===== src/rtl/reg_wb_seq.sv =====
// Writeback sequencer: buffers EX/MEM results and drives the register file write and branch ports.
// Optional REG_WB_BYPASS_EN lets an entry skip the FIFO when the sequencer is idle and empty.
//
// state | meaning
// IDLE  | pop the FIFO head (or take the bypassed entry) and issue its first op
// PEND2 | issue the latched branch of a write-plus-branch entry; no pop
module reg_wb_seq #(
  parameter int DEPTH = 2
) (
  input  logic        clk,
  input  logic        reset,
  input  logic        flush,
  input  logic        in_valid,
  output logic        in_ready,
  input  logic        in_wen,
  input  logic [3:0]  in_dest,
  input  logic [31:0] in_data,
  input  logic        in_byte,
  input  logic [1:0]  in_addr_lo,
  input  logic        in_link,
  input  logic [31:0] in_link_pc,
  input  logic        in_branch,
  input  logic [31:0] in_target,
  output logic        we,
  output logic [3:0]  wa,
  output logic [31:0] wd,
  output logic        ib,
  output logic [31:0] bv,
  output logic        bl,
  output logic        busy
);

  localparam int PW = (DEPTH > 1) ? $clog2(DEPTH) : 1;
  localparam int CW = PW + 1;

  typedef enum logic {IDLE = 1'b0, PEND2 = 1'b1} state_t;

  // Entries are decoded on the way in, so the FIFO holds ready-to-issue ops.
  typedef struct packed {
    logic        has_w;
    logic [3:0]  wa;
    logic [31:0] wd;
    logic        has_b;
    logic [31:0] bv;
    logic        bl;
  } op_t;

  state_t          state_q, state_d;
  logic [PW-1:0]   rd_ptr_q, rd_ptr_d, wr_ptr_q, wr_ptr_d;
  logic [CW-1:0]   count_q, count_d;
  op_t             mem_q [DEPTH];
  op_t             mem_d [DEPTH];
  logic            we_q, we_d, ib_q, ib_d, bl_q, bl_d, pbl_q, pbl_d;
  logic [3:0]      wa_q, wa_d;
  logic [31:0]     wd_q, wd_d, bv_q, bv_d, pbv_q, pbv_d;

  op_t             in_op, cur_op;
  logic [7:0]      byte_val;
  logic            full, empty, push, pop, bypass, fifo_push, issue;

  always_comb begin
    byte_val    = in_data[{in_addr_lo, 3'b000} +: 8];
    in_op.has_w = in_wen | in_link;
    in_op.wa    = in_link ? 4'd14 : in_dest;
    in_op.wd    = in_link ? in_link_pc : (in_byte ? {24'b0, byte_val} : in_data);
    in_op.has_b = in_branch;
    in_op.bv    = in_target;
    in_op.bl    = in_link;
  end

  assign full     = (count_q == CW'(DEPTH));
  assign empty    = (count_q == '0);
  assign in_ready = !full & !flush & reset;
  assign push     = in_valid & in_ready;
  assign pop      = (state_q == IDLE) & !empty & !flush;

`ifdef REG_WB_BYPASS_EN
  assign bypass = push & empty & (state_q == IDLE);
`else
  assign bypass = 1'b0;
`endif

  assign fifo_push = push & !bypass;
  assign issue     = pop | bypass;
  assign cur_op    = pop ? mem_q[rd_ptr_q] : in_op;

  always_comb begin
    mem_d    = mem_q;
    wr_ptr_d = wr_ptr_q;
    rd_ptr_d = rd_ptr_q;
    count_d  = count_q;
    if (flush) begin
      wr_ptr_d = '0;
      rd_ptr_d = '0;
      count_d  = '0;
    end else begin
      if (fifo_push) begin
        mem_d[wr_ptr_q] = in_op;
        wr_ptr_d        = wr_ptr_q + 1'b1;
      end
      if (pop) rd_ptr_d = rd_ptr_q + 1'b1;
      count_d = count_q + CW'(fifo_push) - CW'(pop);
    end
  end

  always_comb begin
    state_d = state_q;
    we_d    = 1'b0;
    ib_d    = 1'b0;
    wa_d    = wa_q;
    wd_d    = wd_q;
    bv_d    = bv_q;
    bl_d    = bl_q;
    pbv_d   = pbv_q;
    pbl_d   = pbl_q;
    if (flush) begin
      state_d = IDLE;
    end else if (state_q == PEND2) begin
      ib_d    = 1'b1;
      bv_d    = pbv_q;
      bl_d    = pbl_q;
      state_d = IDLE;
    end else if (issue) begin
      if (cur_op.has_w) begin
        we_d = 1'b1;
        wa_d = cur_op.wa;
        wd_d = cur_op.wd;
        if (cur_op.has_b) begin
          pbv_d   = cur_op.bv;
          pbl_d   = cur_op.bl;
          state_d = PEND2;
        end
      end else if (cur_op.has_b) begin
        ib_d = 1'b1;
        bv_d = cur_op.bv;
        bl_d = cur_op.bl;
      end
    end
  end

  always_ff @(posedge clk or negedge reset) begin
    if (!reset) begin
      state_q  <= IDLE;
      rd_ptr_q <= '0;
      wr_ptr_q <= '0;
      count_q  <= '0;
      for (int i = 0; i < DEPTH; i++) mem_q[i] <= '0;
      we_q     <= 1'b0;
      wa_q     <= '0;
      wd_q     <= '0;
      ib_q     <= 1'b0;
      bv_q     <= '0;
      bl_q     <= 1'b0;
      pbv_q    <= '0;
      pbl_q    <= 1'b0;
    end else begin
      state_q  <= state_d;
      rd_ptr_q <= rd_ptr_d;
      wr_ptr_q <= wr_ptr_d;
      count_q  <= count_d;
      mem_q    <= mem_d;
      we_q     <= we_d;
      wa_q     <= wa_d;
      wd_q     <= wd_d;
      ib_q     <= ib_d;
      bv_q     <= bv_d;
      bl_q     <= bl_d;
      pbv_q    <= pbv_d;
      pbl_q    <= pbl_d;
    end
  end

  assign we   = we_q;
  assign wa   = wa_q;
  assign wd   = wd_q;
  assign ib   = ib_q;
  assign bv   = bv_q;
  assign bl   = bl_q;
  assign busy = !empty | (state_q == PEND2);

endmodule


===== config.mk =====
export PLATFORM = sky130hd
export DESIGN_NAME = reg_wb_seq
export DESIGN_NICKNAME = d
export VERILOG_FILES = /design/src/rtl/reg_wb_seq.sv
export SDC_FILE = /design/constraint.sdc
export NUM_CORES = 1
export LEC_CHECK = 0
export ABC_AREA = 0
export CAP_MARGIN = 20
export CORE_MARGIN = 2
export CORE_UTILIZATION = 58
export DETAILED_ROUTE_END_ITERATION = 16
export MAX_ROUTING_LAYER = met4
export PLACE_DENSITY = 0.86
export RECOVER_POWER = 50
export SLEW_MARGIN = 20
export SYNTH_ARGS = -nofsm -noshare
export SYNTH_HDL_FRONTEND = slang
export SYNTH_SLANG_ARGS = --single-unit
export TNS_END_PERCENT = 5

===== constraint.sdc =====
create_clock -name clk -period 5.05 [get_ports clk]
set_input_delay 0.505 -clock clk [delete_from_list [all_inputs] [get_ports clk]]
set_output_delay 0.505 -clock clk [all_outputs]
set_load 0.02 [all_outputs]

Word-level counts from Yosys, hierarchy flattened
Cells that the tools add are included.
{ "word_totals": {"regBits": 251, "input_bits": 110, "out_inout_bits": 73} }
{ "op_classes": {"n_addsub": 4, "n_lt_le_gt_ge": 3, "eq_ne": 2, "n_shift": 1, "n_mux": 36, "bitwise": 11, "reduce_logical": 13} }
{ "op_table": {"columns": ["operator", "count"], "rows": [
  ["71-bit 2-to-1 mux", 5],
  ["32-bit 2-to-1 mux", 6],
  ["142-bit bitwise mux", 1],
  ["71-bit demux with 1-bit select", 1],
  ["32-bit by 6-bit indexed part select with 8-bit output", 1],
  ["1-bit 2-to-1 mux", 21],
  ["4-bit AND reduction", 2],
  ["2-bit nonzero test", 4],
  ["1-bit bitwise AND", 5],
  ["5-bit AND reduction", 1],
  ["2-bit greater-or-equal comparator (second input constant)", 2],
  ["4-bit 2-to-1 mux", 1],
  ["1-bit inverter with 2-bit output", 2],
  ["1-bit zero test", 3],
  ["1-bit adder (second input constant)", 2],
  ["2-bit by 1-bit adder with 2-bit output", 1],
  ["2-bit equality test (second input constant)", 1],
  ["2-bit zero test", 1],
  ["2-bit by 1-bit less-than comparator with 1-bit output (second input constant)", 1],
  ["2-bit 2-to-1 mux", 1],
  ["2-bit != test (second input constant)", 1],
  ["1-bit inverter", 2],
  ["1-bit OR", 2],
  ["2-bit AND reduction", 1],
  ["2 further kinds", 2]
]} }

Longest topological paths before layout
{ "depth": {"word_depth": 10, "depth_mapped": 11} }

Worst setup path after synthesis
No wires, ideal clock.
{ "synth_path": {"path_type": "register -> register", "start": "register count_q[1]", "end": "register count_q[0]", "setup_time_ns": 0.132, "t_arrival_ns": 1.828, "setup_slack_ns": 3.090, "path_stages_with_launch": 10, "path_buffers": 2, "cell_sequence": "dfrtp_1 > o21bai_4 > or2_1 > buf_6 > clkbuf_1 > inv_1 > ha_1 > inv_1 > ha_1 > nor2b_1"} }
{ "synth_via": {"elab_chain_len": 8, "elab_cells_between_ends": 12, "classes_between": "add/sub: 2; eq/ne: 1; mux: 1; bitwise: 5; reduce/logical: 3"} }
{ "synth_rtl": {"columns": ["element", "line_no", "source"], "rows": [
  ["from (decl)", "50", "logic [CW-1:0] count_q, count_d;"],
  ["from (signal assigned)", "160", "count_q <= count_d;"],
  ["2-bit equality test", "71", "assign full = (count_q == CW'(DEPTH));"],
  ["1-bit zero test", "73", "assign in_ready = !full & !flush & reset;"],
  ["1-bit bitwise AND (2 in a row)", "73", null],
  ["1-bit bitwise AND", "74", "assign push = in_valid & in_ready;"],
  ["2-bit by 1-bit adder with 2-bit output", "102", "count_d = count_q + CW'(fifo_push) - CW'(pop);"],
  ["2-bit by 1-bit subtractor with 2-bit output *", "102", null],
  ["2-bit 2-to-1 mux *", "92", "if (flush) begin"],
  ["named net count_d[0]", "50", null]
]} }
Mark *: on every way through the listed nets, which the timed path passes. The rest lies on a longest branch.
A chain may end at the register's enable or synchronous reset.

Final worst setup path
{ "layout_path": {"start": "register rd_ptr_q", "end": "register wd_q[14], in the netlist wd[14]"} }
{ "layout_via": {"elab_chain_len": 6} }
{ "layout_rtl": {"columns": ["element", "line_no", "source"], "rows": [
  ["from (decl)", "49", "logic [PW-1:0] rd_ptr_q, rd_ptr_d, wr_ptr_q, wr_ptr_d;"],
  ["from (signal assigned)", "158", "rd_ptr_q <= rd_ptr_d;"],
  ["1-bit inverter with 2-bit output (implied by the code) *", "85", "assign cur_op = pop ? mem_q[rd_ptr_q] : in_op;"],
  ["71-bit 2-to-1 mux (implied by the code) * (3 in a row)", "85", null],
  ["71-bit 2-to-1 mux *", "85", null],
  ["4-bit AND reduction (no source line)", null, null],
  ["to (signal assigned)", "164", "wd_q <= wd_d;"],
  ["to (decl)", "55", "logic [31:0] wd_q, wd_d, bv_q, bv_d, pbv_q, pbv_d;"]
]} }
Mark *: on every way between the ends. The rest lies on a longest branch, timed or not. The select of a mux whose other input is x is not followed.

==> metrics list <==
- Launching element type of the critical path: flip-flop
* GR Util All Layers: about 30%
- The synthesized netlist devotes between 10% and 20% of its cell area to compound gates.
* Top cell type's share of synthesized area: 55.8%
- Standard cell area after detailed placement: 0.0132 mm2
* First-pass GRT wire length: ~47000 um
- The most common cell in the synthesized netlist is sky130_fd_sc_hd__nand2_1.
- Number of flops mapped to enable cells by yosys: 0
- The via count of the first global-routing pass came to 9197.
- Register area share after synthesis: around 56%
- The clock drives 251 sinks.
* IO buf count: between 150 and 200
* Max-capacitance violation count: 3
* Startpoint of the lowest-slack hold path: mem_q[61]
* RSZ-0062 raised after global routing: no
- Iteration-0 DRC Markers: just over 800
- The synthesized design spends more area on one cell type than any other, namely sky130_fd_sc_hd__dfrtp_1.
- TritonCTS built the clock tree.
- Maximum clock frequency: around 260 MHz
- Clock buffer depth: 3
* FFs w/ async S/R, synth: 100%
* Fillers: approximately 1300
- For the worst setup path, the data required time is approximately 5.5 ns.
- Reg2Reg Setup Slack: roughly 1.2 ns
- CTS placed an instance of sky130_fd_sc_hd__clkbuf_16 at the clock tree root.
* Setup Skew: 0.0115 ns
- Clock power frac: 23.7%
- Setup violations remaining at the end of the flow were counted as 0.
- The completed layout was analyzed and its total power is 7.61 mW.
- After layout, the worst setup slack is ~1.2 ns.
- Post-CTS Resized: 0
- Routed WL: between 20000 and 30000 um
* Warnings from Yosys: 0
* Synthesized area per cell: approximately 9.8 um2
- In the routed design, unresolved DRC markers number 0.
- At the placement stage, the worst setup path has a slack of between 2 and 2.5 ns.
- Cell leakage power: roughly 6.1 nW
* Gate count after technology mapping: between 1000 and 1500
- After layout, the minimum clock period comes to roughly 4 ns.
- Switching Fraction: roughly a third
- The number of pins exceeding their max-slew limit in the final report came to 152.
- Across the VDD grid, the largest voltage drop is a little over 0.3 mV.
* Starting utilization of the core area: around three fifths
- STA classifies the critical path endpoint as a flip-flop.
- Summing the areas of all and, or, nand and nor instances in the mapped netlist gives about 15% of the synthesized area.
- For this run, the share of the core covered by cells in the final layout is 73.5%.
- Slew at the pin closest to its max-slew limit: 2.46 ns
- The initial antenna violation count is 0.
- The count of final hold-check violations is 0.
* M1 GR Usage: between 40% and 50%
* Floorplan row count: 50
- In this run the cell area of the synthesized design comes to 0.0113 mm2.
* Post-CTS setup repair buffer count: 0
* Vias per std cell: 5.87
- FF-to-FF path depth: 6
- Entering global routing, the biggest net connects between 80 and 90 pins.
* Xor-xnor portion of the synthesized cell area: less than 1%
- The later pin in the worst-skew pair is clocked with a latency of between 0.5 and 0.6 ns.
* Worst r2r dst: wd[14]
- The number of hold buffers added after CTS was 1.
- Power per Cell Area: between 500 and 600 mW/mm2
* Path type of the worst min-delay path: reg2reg
* Wire length per cell after detailed routing: 18.6 um
- Relative to the synthesized area, the layout overhead comes to 23.3%.
- CP Class: reg2reg
- CTS built an H-tree with a depth of 1.
* Detailed-placement wirelength estimate: approximately 19000 um
- The flow ran to the end, but the final reports show violations.
- Slew headroom: -64.1%
- Met3 track demand over resource in global routing: approximately 4%
- Violations in the final reports: capacitance limit, slew limit
- Number of cells traversed by the worst hold path: 2
* Seq pwr share: between 40% and 50%
- Post-route cell area: approximately 0.014 mm2
* Met2 track utilization from global routing: roughly 47%
- Synth cell types: 40
* Final-stage net count: about 1400
* Number of synthesized register bits: ~250
* RD Place Congestion: ~0.93
* Routing layer with the top usage in global route: met2
- Top post-synthesis cells by area: sky130_fd_sc_hd__dfrtp_1 56%, sky130_fd_sc_hd__nand2_1 10%, sky130_fd_sc_hd__mux2i_1 6.2%
* Total congestion overflow after global routing: 0
- Most frequently used flop master after synthesis: sky130_fd_sc_hd__dfrtp_1
- When the netlist entered floorplanning its net count stood at around 1300.
- Num CTS Buffers: 25
* Switch Pwr: 2.62 mW
* Hold endpoint: mem_q[61]
- First-pass DRT Iterations: 5
- In this run, the combinational gates consume between 30% and 40% of the power.
* Clock transition at the registers of the reported paths: approximately 0.060 ns
* Share of synthesized cell area in full adder, half adder and majority cells: 0.222%
- In this run the standard cell core region covers approximately 0.019 mm2.
- In this run the critical register-to-register path is launched from rd_ptr_q.
- Data arrives at the worst endpoint at between 4 and 5 ns.
- By area, the combinational part of the netlist is dominated by simple AND/OR/NAND/NOR gates.
* Chip height: 143 um
- I/O pin count: roughly 180
- By count the netlist is led by 304 x sky130_fd_sc_hd__nand2_1, 251 x sky130_fd_sc_hd__dfrtp_1, 92 x sky130_fd_sc_hd__nor2_1, 83 x sky130_fd_sc_hd__a21oi_1, 70 x sky130_fd_sc_hd__mux2i_1.
* Final total negative setup slack: 0 ns
- Internal power comes to between 4 and 5 mW.
- Inserted Diodes: 0
- Once detail routing completed, the nets flagged for antenna violations numbered 0.
* Overall via count from detail_route: 9163
- The die covers 0.0206 mm2.
- Mux contribution to synthesized area: around a tenth
* Ratio of final minimum period to clock period: between 70% and 80%
- Fraction of layout instances using a drive strength above 1: 6.07%
- Maximum fanout count along the critical path: 73
- Horizontal die dimension: 143 um
## per-layer routing
metal | routed length [um] | share of wire, % | vias to the layer above
met5 | 0 | 0 | -
met4 | 796 | 2.7 | 0
met3 | 1900 | 6.6 | 69
met2 | 14000 | 48 | 407
met1 | 12400 | 43 | 4494
li1 | - | - | 4193
## worst max-delay path: stages (launching register included)
cell and delay, ns:
sky130_fd_sc_hd__dfrtp_1 1.67, sky130_fd_sc_hd__buf_4 0.81, sky130_fd_sc_hd__mux2i_1 0.22, sky130_fd_sc_hd__nor3_4 0.15
sky130_fd_sc_hd__buf_4 0.62, sky130_fd_sc_hd__nor2_1 0.13, sky130_fd_sc_hd__a21oi_1 0.17
## worst max path at each step
stage	end	startpoint	slack, ns
2_1_floorplan	count_q[0]	count_q[1]	3.09
3_3_place_gp	bv[1]	flush	2.17
3_5_place_dp	mem_q[140]	flush	2.09
4_1_cts	in_ready	reset	1.73
5_1_grt	pbv_q[19]	rd_ptr_q	0.93
6_report	wd[14]	rd_ptr_q	1.15
## sequential cells by signal (all words and copies together), names as in the netlist
name      count
rd_ptr_q      1
pbv_q        32
count_q       2
we            1
wd           32
mem_q       142
wr_ptr_q      1
ib            1
wa            4
state_q       1
bv           32
bl            1
pbl_q         1
## metrics by stage
step | cells | hold WS (ns)
after floorplan | 1147 | 0.209
after global placement | 1516 | 0.456
after detailed placement | 1516 | 0.462
after CTS | 1561 | 0.478
after global routing | 1561 | 0.496
final | 1561 | 0.476
## area by class of cell
cell class | count | area, um2 | area share [%]
multi-input combinational | 791 | 4500 | 32.4
clock inverter | 9 | 72.6 | 0.522
sequential | 251 | 6280 | 45.2
tap | 260 | 325 | 2.34
clock buffer | 35 | 723 | 5.20
timing repair buffer | 198 | 1930 | 13.9
inverter | 17 | 63.8 | 0.459
## layout by cell type (no fill, tap or decap), drive strengths merged, types with 2 or more instances in the layout
cell	synthesis	routed
o22a	5	5
a22oi	23	23
mux2i	70	70
xor2	2	2
ha	2	2
o221ai	6	6
o211ai	66	66
mux2	33	33
clkinv	1	8
a21oi	83	83
a211oi	3	3
nand2b	2	2
a221oi	6	6
nor3b	7	7
nor2b	5	5
dlygate4sd3	0	72
o21ai	58	58
nor4bb	2	2
buf	19	16
inv	16	16
clkbuf	69	37
nor2	92	92
nand2	304	304
nand3	8	8
nor4	2	2
dfrtp	251	251
clkdlybuf4s50	0	108
## cells by family after synthesis
group / count (synthesis)
AO/OA/AOI/OAI: 253
XOR/XNOR: 3
adder cells (fa/ha/maj): 2
buffers and inverters: 105
flip-flops: 251
multiplexers: 103
AND/OR/NAND/NOR: 430
## power by group through the flow
| stage | logic, mW | registers, mW | clock network, mW |
|---|---|---|---|
| 3_5_place_dp | 2.65 | 3.34 | 0 |
| 6_report | 2.50 | 3.30 | 1.80 |
| 3_3_place_gp | 2.56 | 3.29 | 0 |
| 4_1_cts | 2.68 | 3.32 | 1.83 |
| 5_1_grt | 2.74 | 3.41 | 1.92 |
| 2_1_floorplan | 1.32 | 3.54 | 0 |
Power figures use the tool's default switching activity.
